<file path="src/rtl/pu_tile_scheduler_if.sv">
// Signal bundle between the tile scheduler and its neighbours: host control,
// PU tile-max results, letter-memory reads, border-select and capture strobes.
interface pu_tile_scheduler_if #(
   parameter int NUM_ROWS_PE    = 4,
   parameter int NUM_COLS_PE    = 4,
   parameter int SCORE_WIDTH    = 8,
   parameter int TILE_CNT_WIDTH = 8,
   parameter int POS_WIDTH      = TILE_CNT_WIDTH +
                                  $clog2((NUM_ROWS_PE > NUM_COLS_PE) ? NUM_ROWS_PE : NUM_COLS_PE)
);
   localparam int LROW_W = $clog2(NUM_ROWS_PE);
   localparam int LCOL_W = $clog2(NUM_COLS_PE);

   logic                      start;
   logic                      abort;
   logic [TILE_CNT_WIDTH-1:0] cfg_row_tiles;
   logic [TILE_CNT_WIDTH-1:0] cfg_col_tiles;
   logic                      hold;
   logic [SCORE_WIDTH-1:0]    tile_max_score;
   logic [LROW_W-1:0]         tile_max_lrow;
   logic [LCOL_W-1:0]         tile_max_lcol;

   logic                      rd_en;
   logic [TILE_CNT_WIDTH-1:0] query_rd_addr;
   logic [TILE_CNT_WIDTH-1:0] db_rd_addr;
   logic                      top_zero;
   logic                      left_zero;
   logic                      capture;
   logic [TILE_CNT_WIDTH-1:0] tile_row;
   logic [TILE_CNT_WIDTH-1:0] tile_col;
   logic                      busy;
   logic                      done;
   logic [SCORE_WIDTH-1:0]    best_score;
   logic [POS_WIDTH-1:0]      best_row;
   logic [POS_WIDTH-1:0]      best_col;

   // The scheduler side.
   modport master (
      input  start, abort, cfg_row_tiles, cfg_col_tiles, hold,
             tile_max_score, tile_max_lrow, tile_max_lcol,
      output rd_en, query_rd_addr, db_rd_addr, top_zero, left_zero, capture,
             tile_row, tile_col, busy, done, best_score, best_row, best_col
   );

   // The host / PU / memory side.
   modport slave (
      output start, abort, cfg_row_tiles, cfg_col_tiles, hold,
             tile_max_score, tile_max_lrow, tile_max_lcol,
      input  rd_en, query_rd_addr, db_rd_addr, top_zero, left_zero, capture,
             tile_row, tile_col, busy, done, best_score, best_row, best_col
   );
endinterface

</file>
<file path="src/rtl/pu_tile_scheduler.sv">
// Walks the Smith-Waterman matrix tile by tile in row-major order, strobing
// letter fetches and captures, and tracks the global best score and position.
module pu_tile_scheduler #(
   parameter int NUM_ROWS_PE    = 4,
   parameter int NUM_COLS_PE    = 4,
   parameter int SCORE_WIDTH    = 8,
   parameter int TILE_CNT_WIDTH = 8,
   parameter int POS_WIDTH      = TILE_CNT_WIDTH +
                                  $clog2((NUM_ROWS_PE > NUM_COLS_PE) ? NUM_ROWS_PE : NUM_COLS_PE)
) (
   input logic                clk,
   input logic                rst_n,
   pu_tile_scheduler_if.master bus
);
   typedef enum logic [1:0] {IDLE, FETCH, COMPUTE, DONE} state_t;

   state_t                    state_q, state_d;
   logic [TILE_CNT_WIDTH-1:0] r_q, r_d;
   logic [TILE_CNT_WIDTH-1:0] c_q, c_d;
   logic [TILE_CNT_WIDTH-1:0] rows_q, rows_d;
   logic [TILE_CNT_WIDTH-1:0] cols_q, cols_d;
   logic [SCORE_WIDTH-1:0]    best_score_q, best_score_d;
   logic [POS_WIDTH-1:0]      best_row_q, best_row_d;
   logic [POS_WIDTH-1:0]      best_col_q, best_col_d;

   logic [POS_WIDTH-1:0]      cand_row;
   logic [POS_WIDTH-1:0]      cand_col;
   logic                      last_col;
   logic                      last_tile;
   logic                      cap;

   always_comb begin
      cand_row  = POS_WIDTH'(r_q) * POS_WIDTH'(NUM_ROWS_PE) + POS_WIDTH'(bus.tile_max_lrow);
      cand_col  = POS_WIDTH'(c_q) * POS_WIDTH'(NUM_COLS_PE) + POS_WIDTH'(bus.tile_max_lcol);
      last_col  = (c_q == cols_q - TILE_CNT_WIDTH'(1));
      last_tile = last_col && (r_q == rows_q - TILE_CNT_WIDTH'(1));
   end

   always_comb begin
      state_d      = state_q;
      r_d          = r_q;
      c_d          = c_q;
      rows_d       = rows_q;
      cols_d       = cols_q;
      best_score_d = best_score_q;
      best_row_d   = best_row_q;
      best_col_d   = best_col_q;
      cap          = 1'b0;

      case (state_q)
         IDLE: begin
            if (bus.start) begin
               rows_d       = bus.cfg_row_tiles;
               cols_d       = bus.cfg_col_tiles;
               r_d          = '0;
               c_d          = '0;
               best_score_d = '0;
               best_row_d   = '0;
               best_col_d   = '0;
               if ((bus.cfg_row_tiles == '0) || (bus.cfg_col_tiles == '0))
                  state_d = DONE;
               else
                  state_d = FETCH;
            end
         end
         FETCH: state_d = COMPUTE;
         COMPUTE: begin
            // Letters stay stable in the memory output register while held.
            if (!bus.hold) begin
               cap = 1'b1;
               if (bus.tile_max_score > best_score_q) begin
                  best_score_d = bus.tile_max_score;
                  best_row_d   = cand_row;
                  best_col_d   = cand_col;
               end
               if (last_col) begin
                  c_d = '0;
                  r_d = r_q + TILE_CNT_WIDTH'(1);
               end else begin
                  c_d = c_q + TILE_CNT_WIDTH'(1);
               end
               state_d = last_tile ? DONE : FETCH;
            end
         end
         DONE:    state_d = IDLE;
         default: state_d = IDLE;
      endcase

      // Abort overrides hold and advancing but keeps the partial best result.
      if ((state_q != IDLE) && bus.abort) begin
         state_d      = IDLE;
         cap          = 1'b0;
         r_d          = r_q;
         c_d          = c_q;
         best_score_d = best_score_q;
         best_row_d   = best_row_q;
         best_col_d   = best_col_q;
      end
   end

   always_ff @(posedge clk or negedge rst_n) begin
      if (!rst_n) begin
         state_q      <= IDLE;
         r_q          <= '0;
         c_q          <= '0;
         rows_q       <= '0;
         cols_q       <= '0;
         best_score_q <= '0;
         best_row_q   <= '0;
         best_col_q   <= '0;
      end else begin
         state_q      <= state_d;
         r_q          <= r_d;
         c_q          <= c_d;
         rows_q       <= rows_d;
         cols_q       <= cols_d;
         best_score_q <= best_score_d;
         best_row_q   <= best_row_d;
         best_col_q   <= best_col_d;
      end
   end

   assign bus.rd_en         = (state_q == FETCH);
   assign bus.query_rd_addr = c_q;
   assign bus.db_rd_addr    = r_q;
   assign bus.top_zero      = ((state_q == FETCH) || (state_q == COMPUTE)) && (r_q == '0);
   assign bus.left_zero     = ((state_q == FETCH) || (state_q == COMPUTE)) && (c_q == '0);
   assign bus.capture       = cap;
   assign bus.tile_row      = r_q;
   assign bus.tile_col      = c_q;
   assign bus.busy          = (state_q != IDLE);
   assign bus.done          = (state_q == DONE) && !bus.abort;
   assign bus.best_score    = best_score_q;
   assign bus.best_row      = best_row_q;
   assign bus.best_col      = best_col_q;
endmodule

</file>
<file path="src/flat_wrapper.sv">
// flat-port wrapper written by rule: the top's interface ports become plain ports
module pu_tile_scheduler_flat 
#(
   parameter int NUM_ROWS_PE    = 4,
   parameter int NUM_COLS_PE    = 4,
   parameter int SCORE_WIDTH    = 8,
   parameter int TILE_CNT_WIDTH = 8,
   parameter int POS_WIDTH      = TILE_CNT_WIDTH +
                                  $clog2((NUM_ROWS_PE > NUM_COLS_PE) ? NUM_ROWS_PE : NUM_COLS_PE)
)
  (clk, rst_n, bus_start, bus_abort, bus_cfg_row_tiles, bus_cfg_col_tiles, bus_hold, bus_tile_max_score, bus_tile_max_lrow, bus_tile_max_lcol, bus_rd_en, bus_query_rd_addr, bus_db_rd_addr, bus_top_zero, bus_left_zero, bus_capture, bus_tile_row, bus_tile_col, bus_busy, bus_done, bus_best_score, bus_best_row, bus_best_col);
  pu_tile_scheduler_if #(.NUM_ROWS_PE(NUM_ROWS_PE), .NUM_COLS_PE(NUM_COLS_PE), .SCORE_WIDTH(SCORE_WIDTH), .TILE_CNT_WIDTH(TILE_CNT_WIDTH), .POS_WIDTH(POS_WIDTH)) bus_i ();
  input logic clk;
  input logic rst_n;
  input wire logic [$bits(bus_i.start)-1:0] bus_start;
  input wire logic [$bits(bus_i.abort)-1:0] bus_abort;
  input wire logic [$bits(bus_i.cfg_row_tiles)-1:0] bus_cfg_row_tiles;
  input wire logic [$bits(bus_i.cfg_col_tiles)-1:0] bus_cfg_col_tiles;
  input wire logic [$bits(bus_i.hold)-1:0] bus_hold;
  input wire logic [$bits(bus_i.tile_max_score)-1:0] bus_tile_max_score;
  input wire logic [$bits(bus_i.tile_max_lrow)-1:0] bus_tile_max_lrow;
  input wire logic [$bits(bus_i.tile_max_lcol)-1:0] bus_tile_max_lcol;
  output wire logic [$bits(bus_i.rd_en)-1:0] bus_rd_en;
  output wire logic [$bits(bus_i.query_rd_addr)-1:0] bus_query_rd_addr;
  output wire logic [$bits(bus_i.db_rd_addr)-1:0] bus_db_rd_addr;
  output wire logic [$bits(bus_i.top_zero)-1:0] bus_top_zero;
  output wire logic [$bits(bus_i.left_zero)-1:0] bus_left_zero;
  output wire logic [$bits(bus_i.capture)-1:0] bus_capture;
  output wire logic [$bits(bus_i.tile_row)-1:0] bus_tile_row;
  output wire logic [$bits(bus_i.tile_col)-1:0] bus_tile_col;
  output wire logic [$bits(bus_i.busy)-1:0] bus_busy;
  output wire logic [$bits(bus_i.done)-1:0] bus_done;
  output wire logic [$bits(bus_i.best_score)-1:0] bus_best_score;
  output wire logic [$bits(bus_i.best_row)-1:0] bus_best_row;
  output wire logic [$bits(bus_i.best_col)-1:0] bus_best_col;
  assign bus_i.start = bus_start;
  assign bus_i.abort = bus_abort;
  assign bus_i.cfg_row_tiles = bus_cfg_row_tiles;
  assign bus_i.cfg_col_tiles = bus_cfg_col_tiles;
  assign bus_i.hold = bus_hold;
  assign bus_i.tile_max_score = bus_tile_max_score;
  assign bus_i.tile_max_lrow = bus_tile_max_lrow;
  assign bus_i.tile_max_lcol = bus_tile_max_lcol;
  assign bus_rd_en = bus_i.rd_en;
  assign bus_query_rd_addr = bus_i.query_rd_addr;
  assign bus_db_rd_addr = bus_i.db_rd_addr;
  assign bus_top_zero = bus_i.top_zero;
  assign bus_left_zero = bus_i.left_zero;
  assign bus_capture = bus_i.capture;
  assign bus_tile_row = bus_i.tile_row;
  assign bus_tile_col = bus_i.tile_col;
  assign bus_busy = bus_i.busy;
  assign bus_done = bus_i.done;
  assign bus_best_score = bus_i.best_score;
  assign bus_best_row = bus_i.best_row;
  assign bus_best_col = bus_i.best_col;
  pu_tile_scheduler #(.NUM_ROWS_PE(NUM_ROWS_PE), .NUM_COLS_PE(NUM_COLS_PE), .SCORE_WIDTH(SCORE_WIDTH), .TILE_CNT_WIDTH(TILE_CNT_WIDTH), .POS_WIDTH(POS_WIDTH)) u_core (.clk(clk), .rst_n(rst_n), .bus(bus_i));
endmodule
</file>
<file path="config.mk">
export PLATFORM = sky130hd
export DESIGN_NAME = pu_tile_scheduler_flat
export DESIGN_NICKNAME = d
export VERILOG_FILES = /design/src/rtl/pu_tile_scheduler_if.sv /design/src/rtl/pu_tile_scheduler.sv /design/src/flat_wrapper.sv
export SDC_FILE = /design/constraint.sdc
export NUM_CORES = 1
export LEC_CHECK = 0
export ABC_AREA = 1
export CORE_MARGIN = 2
export CORE_UTILIZATION = 53
export CTS_CLUSTER_DIAMETER = 30
export CTS_CLUSTER_SIZE = 25
export DETAILED_ROUTE_END_ITERATION = 8
export PLACE_DENSITY = 0.89
export SLEW_MARGIN = 10
export SYNTH_ARGS = -nofsm -noshare
export SYNTH_HDL_FRONTEND = slang
export SYNTH_SLANG_ARGS = --single-unit
</file>
<file path="constraint.sdc">
create_clock -name clk -period 3.3 [get_ports clk]
set_input_delay 0.495 -clock clk [delete_from_list [all_inputs] [get_ports clk]]
set_output_delay 0.495 -clock clk [all_outputs]
set_load 0.05 [all_outputs]
</file>
==> impl_results.md, run 1 <==
* Largest net degree at the start of global routing at 46
* Final layout net count at ~620
* Reg2reg setup slack at slightly above 0.6 ns
* I/O Pins at 99
* Critical Path Sink: bus_capture
* Synth Area in XOR/XNOR at between 5 and 6%
* Run status: finished clean
* Final hold vios at 0
* Yosys warns at 0
* Cell Area, Synth at ~0.0037 mm^2
* Rel. slew slack at between 20 and 30%
* Max-Cap Viols at 0
* Average wire per standard cell at about 13 um
* Worst r2r src: u_core.state_q[0]
* Drt total wl at ~9 mm
* Clock skew at roughly 0.010 ns
* RSZ-0062 raised after global routing: false
* Via count at around 3.5k
* Die ar. at between 0.007 and 0.008 mm^2
* Initial antenna violation count at 0
* Initial Utilization at a little over half
* Synthesized flop and latch total at between 60 and 70
* Max VDD drop at 0.000643 V
* Initial DRC count at roughly 240
* Die H at 88.1 um
* RR Endpoint: u_core.bus.best_col[1]
* Share of cells above drive strength 1 at 5.02%
* Max-slew violations at 0
* PwrDens at a little over 700 mW/mm^2
* Clk Latency, worst-skew pair at between 0.3 and 0.4 ns
* Most frequent cells in the layout: nand2_1, clkdlybuf4s50_1, inv_1
* WS Path Type: reg -> out
* Hold buffer count at cts at 0
* Routed length on met3 at approximately 540 um
* Die Span X at 88.1 um
* Slowest-stage cell, CP: clkdlybuf4s50_1
* N_diodes at 0
* Post-synthesis cell type count at 29
* Crit path largest cell delay at 0.83 ns
* CP Launch Type: flip-flop
* Area delta synth->final at 30.1%
* Clock period minus worst slack at just over 3 ns
* # port buffers at 98
* Post-Synth Simple-Gate Area at a little under a quarter
* Critical-path cell list: inv_1 > ha_1 > inv_2 > nor3_1 > clkdlybuf4s50_1
* Synthesized-area fraction occupied by adder cells at 6.01%
* Worst Setup SP: u_core.state_q[0]
* # DRC at 0
* Synth Area per Inst at around 7.6 um^2
* Vias per std cell at approximately 5
* Largest family of logic cells by synthesized area: simple AND/OR/NAND/NOR gates
* GRT Total Usage at between 20% and 30%
* DRT antenna net count at 0
* CTS buffer count at 9
* Maximum clock frequency at ~330 MHz
* Commonest non-fill, non-tap cell in the layout: nand2_1
* Gr ovfl total at 0
* Sequential cell area fraction in the yosys report at about two fifths
* Hold Crit Class: in -> async
* Mux share of post-synthesis cell area at 0%
* R2R depth at 7
* CTS Buffer Depth at 2
* Met2 Wirelength at approximately 4.3 mm
* Worst EP arrival at about 2.5 ns
* Clk slew on worst S/H paths at approximately 0.08 ns
* Worst Path Max Fanout at 9
* Synthesized instance count at between 400 and 500
* Post-CTS resize count at 0
* Pre-antenna DRT Iters at 5
* First-pass GRT wire length at between 15 and 20 mm
* Leakage power at approximately 2.3 nW
* Core ar. at just under 0.007 mm^2
* Top layer in use: met4
* CTS H-tree depth at 3
* Final period util at 91.6%
* Detailed placement HPWL at between 6 and 7 mm
* CTS Sinks at 62
* Final core utilization at a little under three quarters
* Clock root buffer: clkbuf_8
* Post CTS Setup Buffer Count at 0
* Vias in the first global route at between 3k and 4k
* Worst Setup End Kind: output pin
* Synth Area in Compound Gates at around a tenth
* Worst Path Required at 2.80 ns
* CTS tree: yes
* Row cnt at 30
* Tightest Pin Transition at ~1.1 ns
* Routability congestion estimate at around 0.9
* WL met1 at 4.00 mm
* Final setup viols at 0
* Setup TNS at 0 ns
* Synth Net Count at approximately 540
registers in the layout (all words and copies together) (netlist names):
signal,flops
u_core.bus.best_col,10
u_core.bus.best_row,10
u_core.bus.best_score,8
u_core.bus.db_rd_addr,8
u_core.bus.query_rd_addr,8
u_core.cols_q,8
u_core.rows_q,8
u_core.state_q,2
final cells by class:
cell class,count,area (um^2)
Clock buffer,9,124
Clock inverter,7,97.6
Fill cell,549,1950
Inverter,79,297
Multi-Input combinational cell,319,1680
Sequential cell,62,1550
Tap cell,96,120
Timing Repair Buffer,102,1010
critical path, delay by kind of cell, from the launching register on:
| kind | cells | cell delay (ns) |
|---|---|---|
| buffers and inverters | 3 | 1.14 |
| AND/OR/NAND/NOR | 1 | 0.22 |
| flip-flops | 1 | 0.42 |
| adder cells (fa/ha/maj) | 1 | 0.40 |
cells by family after synthesis:
group	Yosys count
xor gates and xnor gates	23
adders and majority gates	18
DFF	62
buffers and inverters	112
AOI/OAI and AO/OA	73
and+or+nand+nor	205
worst min path at each step:
stage,startpoint,endpoint,slack (ns),depth (start not counted)
finish,rst_n,u_core.bus.best_col[9],0.31,1
floorplan,rst_n,u_core.bus.best_col[0],0.20,0
CTS,rst_n,u_core.bus.best_col[9],0.35,1
detailed placement,u_core.rows_q[1],u_core.rows_q[1],0.50,2
global route,rst_n,u_core.bus.best_col[9],0.39,1
global placement,u_core.rows_q[7],u_core.rows_q[7],0.49,2
Yosys cell counts (all sizes together):
library cell	n	area, um^2
nor2	42	174
nand3	24	120
nand2	117	442
clkbuf	10	40.0
buf	23	180
inv	79	297
xnor2	10	87.6
o211a	1	10.0
nor3	3	15.0
nor4	3	18.8
o21a	1	7.51
nor3b	1	7.51
dfrtp	62	1550
nand4	12	75.1
o21ai	56	288
or2	3	18.8
xor2	13	114
a211oi	1	7.51
o22ai	1	6.26
a21oi	13	65.1
ha	18	225
power breakdown:
part | leakage [nW] | internal (mW) | switching (mW)
registers | 0.837 | 0.902 | 0.150
clock network | 0.106 | 0.427 | 0.330
logic | 1.31 | 0.539 | 1.09
per-stage QoR:
| step | std cells | power, mW | instance area (um^2) | hold WS (ns) | setup slack, ns |
|---|---|---|---|---|---|
| 3_3_place_gp | 658 | 2.64 | 4660 | 0.489 | 0.711 |
| 3_5_place_dp | 658 | 2.70 | 4660 | 0.500 | 0.615 |
| 4_1_cts | 674 | 3.45 | 4880 | 0.353 | 0.288 |
| 5_1_grt | 674 | 3.70 | 4880 | 0.391 | 0.187 |
| 6_report | 674 | 3.44 | 4880 | 0.309 | 0.276 |
| 2_1_floorplan | 493 | 2.29 | 3750 | 0.199 | 0.340 |
routing by layer:
| metal | vias to the layer above | track usage (%) |
|---|---|---|
| li1 | 1698 | - |
| met1 | 1621 | 31.8 |
| met2 | 128 | 42.4 |
| met3 | 15 | 4.24 |
| met4 | 0 | 11.2 |
| met5 | - | 0 |
Note: power is estimated with default switching activity, not from simulation.
==> run 2: changes to the inputs <==
--- a/config.mk
+++ b/config.mk
@@ -9,7 +9,7 @@
 export CORE_MARGIN = 2
 export CORE_UTILIZATION = 53
 export CTS_CLUSTER_DIAMETER = 30
-export CTS_CLUSTER_SIZE = 25
+export CTS_CLUSTER_SIZE = 8
 export DETAILED_ROUTE_END_ITERATION = 8
 export PLACE_DENSITY = 0.89
 export SLEW_MARGIN = 10
==> results of run 2 <==
The final DEF is identical to that of run 1; final timing and power are the same.
==> run 3: changes to the inputs <==
--- a/config.mk
+++ b/config.mk
@@ -6,6 +6,7 @@
 export NUM_CORES = 1
 export LEC_CHECK = 0
 export ABC_AREA = 1
+export CORE_ASPECT_RATIO = 0.5
 export CORE_MARGIN = 2
 export CORE_UTILIZATION = 53
 export CTS_CLUSTER_DIAMETER = 30
==> impl_results.md, run 3 (synthesized netlist as in run 1, its figures left out) <==
* Initial Utilization at 55.5% (was 54.9%)
* Pre-antenna DRT Iters at 4 (was 5)
* Post-CTS resize count at 0 (unchanged)
* Routability congestion estimate at 0.874 (was 0.899)
* Hold_ws at 0.154 ns (was 0.309 ns)
* Post CTS Setup Buffer Count at 0 (unchanged)
* Maximum clock frequency at 341 MHz (was 331 MHz)
* Hold buffer count at cts at 0 (unchanged)
* # port buffers at 98 (unchanged)
* Detailed placement HPWL at 6.46 mm (was 6.70 mm)
* CTS Sinks at 62 (unchanged)
* Run status: finished clean (unchanged)
* Core ar. at 0.00675 mm^2 (was 0.00683 mm^2)
* # DRC at 0 (unchanged)
* Most frequent cells in the layout: nand2_1, clkdlybuf4s50_1, inv_1 (unchanged)
* Final core utilization at 72.7% (was 71.4%)
* Max-slew violations at 0 (unchanged)
* N_diodes at 0 (unchanged)
* Reg2reg setup slack at 0.60 ns (was 0.61 ns)
* Average wire per standard cell at 13.8 um (was 13.3 um)
* WS Path Type: reg -> out (unchanged)
* CTS H-tree depth at 3 (unchanged)
* Final period util at 88.9% (was 91.6%)
* Drt total wl at 9.21 mm (was 8.96 mm)
* Tightest Pin Transition at 1.17 ns (was 1.07 ns)
* Die ar. at 0.00781 mm^2 (was 0.00776 mm^2)
* Final layout net count at 624 (unchanged)
* PwrDens at 719 mW/mm^2 (was 706 mW/mm^2)
* Area delta synth->final at 30.9% (was 30.1%)
* CTS tree: yes (unchanged)
* Clock period minus worst slack at 2.93 ns (was 3.02 ns)
* Commonest non-fill, non-tap cell in the layout: nand2_1 (unchanged)
* Rel. slew slack at 21.8% (was 28.4%)
* CP Launch Type: flip-flop (unchanged)
* Initial DRC count at 214 (was 235)
* Vias per std cell at 5.04 (was 5.14)
* Leakage power at 2.28 nW (was 2.25 nW)
* First-pass GRT wire length at 15.5 mm (was 15.3 mm)
* Gr ovfl total at 0 (unchanged)
* Via count at 3,367 (was 3,462)
* Max-Cap Viols at 0 (unchanged)
* RSZ-0062 raised after global routing: false (unchanged)
* Final hold vios at 0 (unchanged)
* DRT antenna net count at 0 (unchanged)
* Final setup viols at 0 (unchanged)
* Filler instances at 528 (was 549)
* GRT Total Usage at 25.6% (was 25.1%)
* Hold Crit Class: in -> async (unchanged)
* Die Span X at 123 um (was 88.1 um)
* Largest net degree at the start of global routing at 39 (was 46)
* Worst EP arrival at 2.44 ns (was 2.53 ns)
* Vias in the first global route at 3,210 (was 3,406)
* Share of cells above drive strength 1 at 4.34% (was 5.02%)
* Max VDD drop at 0.000413 V (was 0.000643 V)
* CTS Buffer Depth at 2 (unchanged)
* CTS buffer count at 9 (unchanged)
* Clock skew at 0.00415 ns (was 0.0100 ns)
* RR Endpoint: u_core.bus.best_col[1] (unchanged)
* Die H at 63.5 um (was 88.1 um)
* Clk slew on worst S/H paths at 0.05 ns (was 0.08 ns)
* Worst r2r src: u_core.state_q[0] (unchanged)
* Setup TNS at 0 ns (unchanged)
* R2R depth at 7 (unchanged)
* Initial antenna violation count at 0 (unchanged)
* I/O Pins at 99 (unchanged)
* Worst Path Max Fanout at 9 (unchanged)
* Worst Path Required at 2.80 ns (about the same)
* Worst Setup End Kind: output pin (unchanged)
* Clock root buffer: clkbuf_16 (was clkbuf_8)
* Clk Latency, worst-skew pair at 0.33 ns (was 0.35 ns)
* Row cnt at 21 (was 30)
-- run 3: cell types whose count changed in the layout (fill, tap and decap cells not counted) --
cell | before | now
clkinv_2 | 1 | 2
clkbuf_8 | 9 | 1
bufinv_16 | 2 | 0
clkinvlp_4 | 2 | 0
clkinv_4 | 1 | 0
clkbuf_16 | 0 | 9
clkbuf_1 | 0 | 2
inv_6 | 1 | 0
-- run 3: cell type report --
| cell class | instances | area, um^2 | area share [%] |
|---|---|---|---|
| repair buffers | 102 | 1010 | 20.5 |
| multi-input cells | 319 | 1680 | 34.3 |
| well taps | 92 | 115 | 2.35 |
| inverters | 79 | 297 | 6.04 |
| clock buffers | 12 | 246 | 5.02 |
| flip-flops and latches | 62 | 1550 | 31.6 |
| clock inverters | 2 | 10.0 | 0.204 |
-- run 3: through the flow --
step           cells  power (mW)  instance area (um^2)  setup slack, ns
2_1_floorplan    493        2.29                  3750            0.340
4_1_cts          668        3.54                  4910            0.350
3_5_place_dp     654        2.70                  4650            0.499
3_3_place_gp     654        2.64                  4650            0.577
6_report         668        3.53                  4910            0.367
5_1_grt          668        3.79                  4910            0.201
-- run 3: worst max path at each step --
stage | start | end | slack (ns) | cells past startpoint
after floorplan | u_core.bus.db_rd_addr[0] | bus_top_zero | 0.34 | 4
after detailed placement | bus_start | u_core.bus.best_col[1] | 0.50 | 6
final | u_core.state_q[0] | bus_capture | 0.37 | 5
after CTS | u_core.state_q[0] | bus_capture | 0.35 | 5
after global routing | u_core.state_q[0] | bus_capture | 0.20 | 5
after global placement | bus_tile_max_score[6] | u_core.bus.best_score[7] | 0.58 | 8
-- run 3: worst max-delay path, cell delays in order (launching register included) --
cell and delay [ns]:
dfrtp_1 0.42, inv_1 0.09, ha_1 0.35, inv_2 0.20, nor3_1 0.22, clkdlybuf4s50_1 0.83
-- run 3: report_power, final --
group	internal (mW)	total [mW]	switching, mW
Clock	0.516	0.828	0.311
Sequential	0.905	1.06	0.152
Combinational	0.537	1.64	1.10
Total	1.96	3.53	1.57
-- run 3: layer usage --
metal | vias to the layer above | track usage [%] | part of all wire, %
met5 | - | 0 | 0
met4 | 0 | 7.04 | 1.2
met3 | 14 | 7.25 | 6.1
met2 | 103 | 40.2 | 46
met1 | 1551 | 34.7 | 47
li1 | 1699 | - | -
